===== src/rtl/mem_arbiter.sv =====
// Two-port arbiter/sequencer in front of the single-port data memory.
// Serialises CPU (port 0) and debug-loader (port 1) accesses and waits out the read latency.
module mem_arbiter #(
  parameter int DATA_WIDTH = 32,
  parameter int ADDR_WIDTH = 32,
  parameter int READ_LAT   = 0,
  parameter int RR_EN      = 1
) (
  input  logic                  clk,
  input  logic                  rst,
  input  logic                  req_valid_0,
  output logic                  req_ready_0,
  input  logic                  req_we_0,
  input  logic [ADDR_WIDTH-1:0] req_addr_0,
  input  logic [DATA_WIDTH-1:0] req_wdata_0,
  input  logic                  req_valid_1,
  output logic                  req_ready_1,
  input  logic                  req_we_1,
  input  logic [ADDR_WIDTH-1:0] req_addr_1,
  input  logic [DATA_WIDTH-1:0] req_wdata_1,
  output logic                  rsp_valid_0,
  output logic                  rsp_valid_1,
  output logic [DATA_WIDTH-1:0] rsp_rdata,
  output logic [ADDR_WIDTH-1:0] mem_a,
  output logic                  mem_we,
  output logic [DATA_WIDTH-1:0] mem_wd,
  input  logic [DATA_WIDTH-1:0] mem_rd,
  output logic                  busy
);

  generate
    if (READ_LAT < 0 || READ_LAT > 3) begin : g_bad_read_lat
      $error("mem_arbiter: READ_LAT must be in 0..3");
    end
  endgenerate

  localparam logic [1:0] LP_CNT_INIT = (READ_LAT > 0) ? 2'(READ_LAT - 1) : 2'd0;

  typedef enum logic [1:0] {
    S_IDLE,
    S_ACCESS,
    S_WAIT,
    S_RESP
  } state_t;

  state_t                r_state;
  state_t                w_state_nxt;
  logic                  r_owner;
  logic                  r_we;
  logic                  r_last_grant;
  logic [ADDR_WIDTH-1:0] r_addr;
  logic [DATA_WIDTH-1:0] r_wdata;
  logic [DATA_WIDTH-1:0] r_rdata;
  logic [1:0]            r_cnt;
  logic                  w_pick_1;
  logic                  w_grant_0;
  logic                  w_grant_1;
  logic                  w_accept;
  logic                  w_capture;

  // Port 1 wins alone, or under contention when round-robin says port 0 went last.
  assign w_pick_1  = (RR_EN != 0) ? (req_valid_1 && (!req_valid_0 || !r_last_grant))
                                  : (req_valid_1 && !req_valid_0);
  assign w_grant_1 = (r_state == S_IDLE) && w_pick_1;
  assign w_grant_0 = (r_state == S_IDLE) && req_valid_0 && !w_pick_1;
  assign w_accept  = w_grant_0 || w_grant_1;

  always_comb begin
    w_state_nxt = r_state;
    w_capture   = 1'b0;
    case (r_state)
      S_IDLE: begin
        if (w_accept) w_state_nxt = S_ACCESS;
      end
      S_ACCESS: begin
        if (r_we) begin
          w_state_nxt = S_RESP;
        end else if (READ_LAT == 0) begin
          w_capture   = 1'b1;
          w_state_nxt = S_RESP;
        end else begin
          w_state_nxt = S_WAIT;
        end
      end
      S_WAIT: begin
        if (r_cnt == 2'd0) begin
          w_capture   = 1'b1;
          w_state_nxt = S_RESP;
        end
      end
      S_RESP: begin
        w_state_nxt = S_IDLE;
      end
      default: begin
        w_state_nxt = S_IDLE;
      end
    endcase
  end

  always_ff @(posedge clk or negedge rst) begin
    if (!rst) begin
      r_state <= S_IDLE;
    end else begin
      r_state <= w_state_nxt;
    end
  end

  always_ff @(posedge clk or negedge rst) begin
    if (!rst) begin
      r_owner      <= 1'b0;
      r_we         <= 1'b0;
      r_last_grant <= 1'b1;
      r_addr       <= '0;
      r_wdata      <= '0;
      r_rdata      <= '0;
      r_cnt        <= 2'd0;
    end else begin
      if (w_accept) begin
        r_owner      <= w_grant_1;
        r_last_grant <= w_grant_1;
        r_we         <= w_grant_1 ? req_we_1    : req_we_0;
        r_addr       <= w_grant_1 ? req_addr_1  : req_addr_0;
        r_wdata      <= w_grant_1 ? req_wdata_1 : req_wdata_0;
      end
      if (r_state == S_ACCESS && !r_we) begin
        r_cnt <= LP_CNT_INIT;
      end else if (r_state == S_WAIT && r_cnt != 2'd0) begin
        r_cnt <= r_cnt - 2'd1;
      end
      // Stores report zero data, so clear the capture register as they pass ACCESS.
      if (w_capture) begin
        r_rdata <= mem_rd;
      end else if (r_state == S_ACCESS && r_we) begin
        r_rdata <= '0;
      end
    end
  end

  assign req_ready_0 = w_grant_0;
  assign req_ready_1 = w_grant_1;
  assign rsp_valid_0 = (r_state == S_RESP) && !r_owner;
  assign rsp_valid_1 = (r_state == S_RESP) && r_owner;
  assign rsp_rdata   = r_rdata;
  assign mem_a       = r_addr;
  assign mem_wd      = r_wdata;
  assign mem_we      = (r_state == S_ACCESS) && r_we;
  assign busy        = (r_state != S_IDLE);

endmodule

===== config.mk =====
export PLATFORM = sky130hd
export DESIGN_NAME = mem_arbiter
export DESIGN_NICKNAME = d
export VERILOG_FILES = /design/src/rtl/mem_arbiter.sv
export SDC_FILE = /design/constraint.sdc
export NUM_CORES = 1
export LEC_CHECK = 0
export CORE_ASPECT_RATIO = 2
export CORE_MARGIN = 1
export CORE_UTILIZATION = 38
export CTS_CLUSTER_SIZE = 8
export DETAILED_ROUTE_END_ITERATION = 16
export PLACE_DENSITY = 0.86
export SYNTH_ARGS = -nofsm -noshare
export SYNTH_HDL_FRONTEND = slang
export SYNTH_SLANG_ARGS = --single-unit

===== constraint.sdc =====
create_clock -name clk -period 3.4 [get_ports clk]
set_input_delay 0.68 -clock clk [delete_from_list [all_inputs] [get_ports clk]]
set_output_delay 0.68 -clock clk [all_outputs]
set_load 0.02 [all_outputs]

---- After elaboration in Yosys (flattened, before gate mapping) ----
Cells that the tools add are included.
word-level totals
  output and inout bits ................... 102
  input bits .............................. 166
  logic and storage cells ................. 50
  register bits after elaboration ......... 103
cells by class
  multiplexer cells ....................... 13
  reductions and logical operators ........ 23
  add/subtract/negate cells ............... 1
  eq/ne operators ......................... 5
operators with widths
  kind                                                                   count
  32-bit 2-to-1 mux                                                      4
  1-bit logical AND                                                      9
  2-bit 2-to-1 mux                                                       4
  2-bit one-hot mux with 4 select lines                                  1
  2-bit nonzero test                                                     4
  1-bit zero test                                                        5
  2-bit equality test, second input constant                             2
  2-bit zero test                                                        2
  2-bit inequality test, second input constant                           2
  1-bit 2-to-1 mux                                                       3
  2-bit by 1-bit equality test with 1-bit output, second input constant  1
  1-bit logical OR                                                       2
  1-bit one-hot mux with 2 select lines                                  1
  2-bit AND reduction                                                    1
  2-bit by 1-bit subtractor with 2-bit output, second input constant     1

---- Longest topological paths before layout ----
Gate-level depths: netlist (run 1).
  depth after elaboration ................. 8
  depth in mapped cells ................... 8
  depth with buffers taken out ............ 6

---- Worst setup path after synthesis (run 1) ----
No wires, ideal clock.
  kind .................................... input port to output port
  start ................................... input req_valid_0
  end ..................................... output req_ready_1
  buffers on the path ..................... 2
  path slack .............................. 1.321 ns
  cell stages on the path ................. 5
  arrival ................................. 1.399 ns
  data required time ...................... 2.720 ns
  path through ............................ nand2_1 nand3_2 buf_6 buf_4 inv_1
between the ends
  cells in the longest elaborated chain, start to end .. 4
RTL lines
  what                line  RTL
  start: declaration  11    input logic req_valid_0,
  1-bit zero test     -
  1-bit logical OR    62    assign w_pick_1 = (RR_EN != 0) ? (req_valid_1 && (!req_valid_0 || !r_last_grant))
  1-bit logical AND   62
  1-bit logical AND   64    assign w_grant_1 = (r_state == S_IDLE) && w_pick_1;
  end: declaration    17    output logic req_ready_1,
Every way passes these cells.

---- Worst setup path in the final report (run 1) ----
  start ................................... input req_valid_1
  end ..................................... output req_ready_0
between the ends
  cells in the longest elaborated chain, start to end .. 3
RTL lines
  what                line  RTL
  start: declaration  16    input logic req_valid_1,
  1-bit logical AND   62
  1-bit zero test     65    assign w_grant_0 = (r_state == S_IDLE) && req_valid_0 && !w_pick_1;
  1-bit logical AND   65
  end: declaration    12    output logic req_ready_0,
Every way passes these cells.

==> results of run 1 <==
-- worst register-to-register path, delay by kind of cell (launching register included) --
family	cells	cell delay (ps)
AND/OR/NAND/NOR	1	90
adder cells (fa/ha/maj)	1	300
flip-flops	1	390
multiplexers	1	350
buffers and inverters	2	910
AO/OA/AOI/OAI	1	120
-- layer usage --
layer,track usage [%],vias up
li1,-,1898
met1,21.0,1870
met2,39.9,200
met3,4.90,31
met4,9.70,0
met5,0,-
-- cell usage after synthesis (2+ instances only) --
library cell and instances:
buf_4 9, o21ai_0 9, and2_1 3, ha_1 6
o21ai_1 58, nor2_1 3, clkbuf_1 9, inv_1 6
mux2i_1 66, a21oi_1 2, nor2b_1 4, a22o_1 32
dfrtp_1 102, nand2_1 69, buf_2 9
-- flip-flops by register name, summed over array words and instances (netlist names) --
signal / cells
rsp_rdata: 32
r_state: 2
r_last_grant: 1
r_cnt: 2
mem_wd: 32
r_owner: 1
mem_a: 32
r_we: 1
-- cell families after synthesis --
logic type	Yosys count	share of synthesized area [%]
muxes	68	15.1
DFF	103	57.0
adders and majority gates	6	1.66
and+or+nand+nor	81	7.33
xor gates and xnor gates	1	0.194
buffers and inverters	34	3.98
AOI/OAI and AO/OA	104	14.8
-- path summary, 6_finish.rpt --
| kind | start | to | slack (ps) | cells past startpoint |
|---|---|---|---|---|
| min reg2reg | mem_wd[18] | mem_wd[18] | 490 | 2 |
| max in group asynchronous | rst | r_last_grant | 2300 | 2 |
| max reg2reg | r_state[0] | mem_wd[27] | 1100 | 6 |
| max | req_valid_1 | req_ready_0 | 570 | 4 |
| min | rst | rsp_rdata[24] | 350 | 1 |
| min in group clk | mem_wd[18] | mem_wd[18] | 490 | 2 |
-- power by group through the flow --
| stage | registers (W) | logic, W | clock network [W] |
|---|---|---|---|
| global placement | 0.00207 | 0.00340 | 0 |
| CTS | 0.00208 | 0.00351 | 0.00107 |
| finish | 0.00208 | 0.00347 | 0.00104 |
| global route | 0.00214 | 0.00374 | 0.00113 |
| floorplan | 0.00269 | 0.00128 | 0 |
| detailed placement | 0.00210 | 0.00349 | 0 |
-- layout make-up --
| type | instances | share of cell area [%] |
|---|---|---|
| timing repair buffer | 273 | 36.0 |
| multi-input combinational | 260 | 23.4 |
| clock buffer | 11 | 3.32 |
| clock inverter | 4 | 0.723 |
| tap | 145 | 2.38 |
| sequential | 103 | 33.9 |
| inverter | 6 | 0.296 |
-- metrics by stage --
| step | cells | utilization [%] | worst slack (ps) |
|---|---|---|---|
| floorplan | 397 | - | 1320 |
| global placement | 787 | 62.8 | 611 |
| detailed placement | 787 | 62.8 | 505 |
| CTS | 802 | 65.4 | 556 |
| global route | 802 | 65.4 | 479 |
| finish | 802 | 65.4 | 567 |
==> out/qor.yml, run 1 <==
clocking:
  root_buffer: "clkbuf_16"
  htree_num_levels: 3
  path_clk_slew_ps: 70
  cts-resized-gates: 0
  holdBufCountCts: 0
  clk_latency_ps: 330
  clk_path_buf_depth: 2
  cts-buffers-inserted: 9
  postCtsSetupBuffers: 0
  cts_tree: "done"
  cts_num_sinks: 103
detailed_routing:
  via_per_inst: 4.99
  wl_met2_mm: 7.14
  finalWirelength_mm: 12.8
  vias: 3999
  wl_per_cell_um: 16.0
  ant_nets: 0
  drtIter0Drc: 129
  dr.pass1.iters: 4
  wl_met1_mm: 4.36
  remaining_drc_errors: 0
  wl_met3_um: 878
  routed.top_layer: "met4"
placement:
  port_buffers: 267
  dpl_cell_area_mm2: 0.00730
  hpwl_mm: 9.95
  place_congestion: 0.806
sta:
  setup_violations: 0
  worst_clock_skew_ps: 10.0
  rsz0062_at_grt: "no"
  drv_slew: 0
  slew_headroom_pct: 28.0
  max_freq_ghz: 0.353
  min_period_over_period_pct: 83.3
  fin_setup_tns_ps: 0
  hold_viol: 0
  finalWorstPathRequiredPeriod_ps: 2830
  holdWs_ps: 352
  worst_slew_pin_slew_ps: 1080
critical_path:
  end_kind: "output port"
  cp_slowest_cell: "clkdlybuf4s50_1"
  criticalPathCategory: "in2out"
  worstPathCellList: "clkdlybuf4s50_1 -> and2b_1 -> nor2_1 -> clkdlybuf4s50_1"
  startpoint_type: "input port"
  cp.arrival_ps: 2150
  critPathMaxFanout: 3
  worstPathRequired_ps: 2720
  critPathMaxStageDelay_ps: 620
  crit_buf_inv: 2
  cp_common_cell: "clkdlybuf4s50_1"
  crit_family: "buffers and inverters"
global_routing:
  grt_usage_pct: 21.0
  grt_antenna_before_repair: 0
  grt_pass1_wl_mm: 19.9
  grt_pass1_vias: 4141
  grt_max_degree: 113
  grt-ovfl-total: 0
final_layout:
  n_antenna_cell: 0
  syn_to_final_growth_pct: 68.2
  fill_cells: 910
  register_area_mm2: 0.00258
  nets: 825
  drive_gt1_share_pct: 4.41
  layout_common_cells: "clkdlybuf4s50_1 (266), dfrtp_1 (102), nand2_1 (69)"
  fin_area_mm2: 0.00761
  mostFrequentLayoutCell: "clkdlybuf4s50_1"
  multi_input_area_mm2: 0.00178
floorplan:
  core_mm2: 0.0116
  die-area_mm2: 0.0124
  io_pins: 268
  die_h_um: 156
  rows: 56
  die_w_um: 79.2
  initial_core_util_pct: 38.9
power_and_ir_drop:
  leakagePower_nw: 3.66
  p_sw_w: 0.00253
  power_density_mw_per_mm2: 865
  internal_power_w: 0.00406
  p_comb_share_pct: 52.7
  total_power_w: 0.00659
  power_frac_seq_pct: 31.6
  ir_drop_mv: 0.416
  clkPwrFrac_pct: 15.8
  sw_frac_of_total_pct: 38.4
synth:
  post-synth-top-area-cell: "dfrtp_1"
  yosysWarnings: 0
  ys_types: 25
  ys.flop_type: "dfrtp_1"
  syn_area_mm2: 0.00453
  synth-seq-cells: 103
  synth-edff-count: 0
  ys_async_sr_fraction_pct: 100
  synth_area_per_cell_um2: 11.4
  synth.top_cell.area_share_pct: 56.4
  synth_area_leaders: "dfrtp_1 (56%), mux2i_1 (15%), o21ai_1 (6.4%)"
  syn_inst: 397
  seq_area_frac_synth_pct: 57.0
  syn-num-nets: 569
hold_path:
  hold_class: "in2async"
flow_run:
  max_cap_violations: 0
outcome:
  status: "completed"
Power figures use the tool's default switching activity.
==> run 2: changes to the inputs <==
--- a/config.mk
+++ b/config.mk
@@ -7,10 +7,10 @@
 export LEC_CHECK = 0
 export CORE_ASPECT_RATIO = 2
 export CORE_MARGIN = 1
-export CORE_UTILIZATION = 38
+export CORE_UTILIZATION = 34
 export CTS_CLUSTER_SIZE = 8
 export DETAILED_ROUTE_END_ITERATION = 16
-export PLACE_DENSITY = 0.86
+export PLACE_DENSITY = 0.82
 export SYNTH_ARGS = -nofsm -noshare
 export SYNTH_HDL_FRONTEND = slang
 export SYNTH_SLANG_ARGS = --single-unit
==> constraint.sdc (replaced) <==
create_clock -name clk -period 2.4 [get_ports clk]
set_input_delay 0.48 -clock clk [delete_from_list [all_inputs] [get_ports clk]]
set_output_delay 0.48 -clock clk [all_outputs]
set_load 0.02 [all_outputs]
==> run 2 against run 1 <==
  * Clock skew up 0.51 ps
  * Clock power up 46%
  * Largest cell class unchanged
  * Sequential cell count unchanged
  * Non-clock buffer count up 6
  * Combinational power up 43%
  * Worst hold slack worse by 210 ps
  * Power up 44%
  * Global-route usage down 1.9 points
  * Critical path depth up 1
  * Die area up 12%
  * Critical path type is now reg2out
  * Setup slack worse by 410 ps
==> out/qor.yml, run 2 (same netlist as run 1, synthesis figures left out) <==
placement:
  place_ws_ps: 18.7
  hpwl_mm: 10.5
  dpl_cell_area_mm2: 0.00738
  port_buffers: 267
  place_congestion: 0.755
critical_path:
  reg2reg_from: "r_state[0]"
  startpoint_type: "flip-flop"
  reg2reg_to: "r_state[1]"
  critPathCapture: "req_ready_0"
  cp.arrival_ps: 1760
  criticalPathCategory: "reg2out"
  worstPathRequired_ps: 1920
  critPathMaxFanout: 4
  end_kind: "output port"
  cp-startpoint: "r_state[0]"
  r2r_setup_slack_ps: 570
  r2r_cells: 6
final_layout:
  fill_cells: 1104
  n_antenna_cell: 0
  fin_area_mm2: 0.00770
  utilization_pct: 59.2
  nets: 831
  drive_gt1_share_pct: 5.57
  layout_common_cells: "clkdlybuf4s50_1 (263), dfrtp_1 (102), nand2_1 (69)"
  syn_to_final_growth_pct: 70.1
  mostFrequentLayoutCell: "clkdlybuf4s50_1"
detailed_routing:
  via_per_inst: 4.90
  wl_per_cell_um: 16.4
  finalWirelength_mm: 13.4
  vias: 3998
  ant_nets: 0
  remaining_drc_errors: 0
  dr.pass1.iters: 4
  drtIter0Drc: 94
power_and_ir_drop:
  total_power_w: 0.00945
  internal_power_w: 0.00578
  sw_frac_of_total_pct: 38.9
  clkPwrFrac_pct: 16.1
  leakagePower_nw: 3.73
  power_frac_seq_pct: 31.3
  p_comb_share_pct: 52.6
  power_density_mw_per_mm2: 1230
  ir_drop_mv: 0.913
  p_sw_w: 0.00368
clocking:
  cts-buffers-inserted: 9
  path_clk_slew_ps: 70
  cts_num_sinks: 103
  root_buffer: "clkbuf_16"
  htree_num_levels: 3
  holdBufCountCts: 0
  cts_tree: "done"
  clk_path_buf_depth: 2
  clk_latency_ps: 340
sta:
  rsz0062_at_grt: "no"
  fin_setup_tns_ps: 0
  worst_clock_skew_ps: 10.5
  min_period_over_period_pct: 93.5
  worst_slew_pin_slew_ps: 609
  drv_slew: 0
  setup_slack_ps: 157
  finalWorstPathRequiredPeriod_ps: 2240
  setup_violations: 0
  slew_headroom_pct: 59.4
  max_freq_ghz: 0.446
  hold_viol: 0
floorplan:
  initial_core_util_pct: 34.8
  die-area_mm2: 0.0138
  die_w_um: 83.6
  io_pins: 268
  core_mm2: 0.0130
  die_h_um: 165
  rows: 59
global_routing:
  grt_pass1_wl_mm: 20.9
  grt_antenna_before_repair: 0
  grt_usage_pct: 19.1
  grt_max_degree: 85
  grt_pass1_vias: 4261
  grt-ovfl-total: 0
hold_path:
  hold_class: "in2async"
outcome:
  status: "completed"
flow_run:
  max_cap_violations: 0
==> run 2: cell type report <==
type,count,area (um^2),area share [%]
Inverter,6,22.5,0.293
Timing Repair Buffer,279,2810,36.5
Clock buffer,10,239,3.11
Tap cell,152,190,2.47
Clock inverter,6,72.6,0.943
Sequential cell,103,2580,33.5
Multi-Input combinational cell,260,1780,23.2
==> run 2: how the worst min path moves through the flow <==
stage	slack [ps]	depth (start not counted)	end	start
finish	140	1	rsp_rdata[4]	rst
global route	180	1	rsp_rdata[4]	rst
CTS	160	1	rsp_rdata[4]	rst
detailed placement	480	2	mem_wd[19]	mem_wd[19]
global placement	460	2	mem_wd[22]	mem_wd[22]
floorplan	180	0	mem_a[0]	rst
==> run 2: worst max-delay path, cell delays in order (launching register included) <==
cell and delay, ps:
dfrtp_1 400, inv_1 140, ha_2 270, nand2_1 130, nor2_1 140, dlygate4sd2_1 340
==> run 2: layer usage <==
layer	vias to the layer above	GRT usage (%)	part of all wire (%)
li1	1903	-	-
met1	1889	20.1	36
met2	177	35.6	55
met3	29	4.32	5.9
met4	0	8.94	3.3
met5	-	0	0
==> run 2: stage by stage <==
stage	hold slack [ps]	cells
2_1_floorplan	184	397
6_report	138	816
5_1_grt	178	816
3_5_place_dp	476	800
4_1_cts	158	816
3_3_place_gp	460	800
==> run 2: what timing repair did <==
action,CTS,global route
endpoints found under the setup margin,2,1
buffers inserted,0,0
resized for setup,3,1
==> run 2: power by group through the flow <==
stage / Sequential, W / Clock, W / Combinational (W)
6_report: 0.00296 / 0.00152 / 0.00497
5_1_grt: 0.00306 / 0.00163 / 0.00535
4_1_cts: 0.00297 / 0.00157 / 0.00503
3_5_place_dp: 0.00299 / 0 / 0.00500
3_3_place_gp: 0.00294 / 0 / 0.00488
2_1_floorplan: 0.00381 / 0 / 0.00181
==> variant (flow settings as in run 2) <==
The parameter `ADDR_WIDTH` goes from 32 to 40.
--- a/src/rtl/mem_arbiter.sv
+++ b/src/rtl/mem_arbiter.sv
@@ -4,3 +4,3 @@
   parameter int DATA_WIDTH = 32,
-  parameter int ADDR_WIDTH = 32,
+  parameter int ADDR_WIDTH = 40,
   parameter int READ_LAT   = 0,
Ports: changed (resized mem_a, req_addr_0 and req_addr_1); port bits go from 268 to 292. The function was not compared with the original's and may differ.
==> variant against run 2 <==
Count of clock-buffer cells in the layout down 1. Setup slack worse by 32 ps. Hold slack better by 30 ps. Non-clock buffer count up 21. Sequential cell count up 8. Cell count up 11%. Area after synthesis up 8.1%. Total power up 7.2%. Design area up 8.4%. Wire length up 6.8%. Register-to-register slack worse by 240 ps. Global-route usage up 0.26 points. Utilization up 0.51 points. Sequential power up 7.8%. Highest routed layer unchanged.
==> variant: results (changes against run 2) <==
M1 wire length = 5.187 mm (+8.4%)
register area = 0.002779 mm^2 (+7.8%)
layout cells sized above 1 = 4.881% (-0.69 points)
post-place setup slack = -26.41 ps (-45.06 ps)
DP HPWL = 10.99 mm (+5.0%)
Synth Area in XOR/XNOR = 0.1790% (-0.015 points)
Synth top cells by count = dfrtp_1 (110), nand2_1 (77), mux2i_1 (74)
placed instance area = 0.008000 mm^2 (+8.4%)
port bufs = 291 (+9.0%)
Arr. time, crit path = 1800 ps (+40 ps)
Via-to-Cell Ratio = 4.776 (-2.5%)
syn nets = 620 (+9.0%)
fillers = 1157 (+4.8%)
comb_multi_in = 284 (+9.2%)
final core occ = 59.74% (+0.51 points)
compound-gate portion of the synthesized area = 14.47% (-0.29 points)
cts repair resizes = 4 (+1)
P_sw = 0.003927 W (+6.8%)
Seq area share = 33.30% (-0.20 points)
Peak VDD IR = 0.5548 mV (-39%)
DRT Wirelength = 14.28 mm (+6.8%)
grt met1 use = 21.02% (+0.88 points)
Multi-input gate area = 0.001942 mm^2 (+8.9%)
outcome = finished clean
count of placed standard cells including taps = 890 (+11%)
Seq/Total Area, Yosys = 56.79% (-0.19 points)
Avg Cell Area, Syn = 11.33 um^2 (-0.63%)
clk pwr = 0.00167 W (+9.9%)
Distinct cells, synth = 26 (+4.0%)
Post-Synth Adder-Cell Area = 1.534% (-0.12 points)
Layout area overhead = 70.52%
clock network share of area = 4.034% (-0.015 points)
worst slew pin tran = 746.6 ps (+137.4 ps)
Signal buffers = 300 (+7.5%)
All-Layer GR Usage = 19.36% (+0.26 points)
drt wl/cell = 15.76 um (-3.8%)
Seq. pwr = 0.00319 W (+7.8%)
Synth area leaders = dfrtp_1 (56%), mux2i_1 (15%), o21ai_0 (7.4%)
==> variant: cell types whose count changed after synthesis, moves of 4 or more <==
cell     delta
mux2i_1     +8
buf_2       +5
nand2_1     +8
buf_4       -8
buf_6       +4
dfrtp_1     +8
o21ai_0    +63
o21ai_1    -55
==> variant: path summary, 6_finish.rpt <==
path	start	to	slack, ps	cells past startpoint
max in group asynchronous	rst	mem_a[19]$_DFFE_PN0P_	1750	2
hold / removal	rst	rsp_rdata[29]$_DFFE_PN0P_	170	2
min in group clk	mem_a[18]$_DFFE_PN0P_	mem_a[18]$_DFFE_PN0P_	480	2
hold reg to reg	mem_a[18]$_DFFE_PN0P_	mem_a[18]$_DFFE_PN0P_	480	2
setup reg to reg	r_state[1]$_DFFE_PN0P_	rsp_rdata[20]$_DFFE_PN0P_	330	6
setup / recovery	r_state[1]$_DFFE_PN0P_	rsp_valid_0	120	3
==> variant: critical path, stage by stage, from the launching register on <==
cell	delay [ps]
dfrtp_1	410
ha_1	240
nor2b_1	150
clkdlybuf4s50_1	650
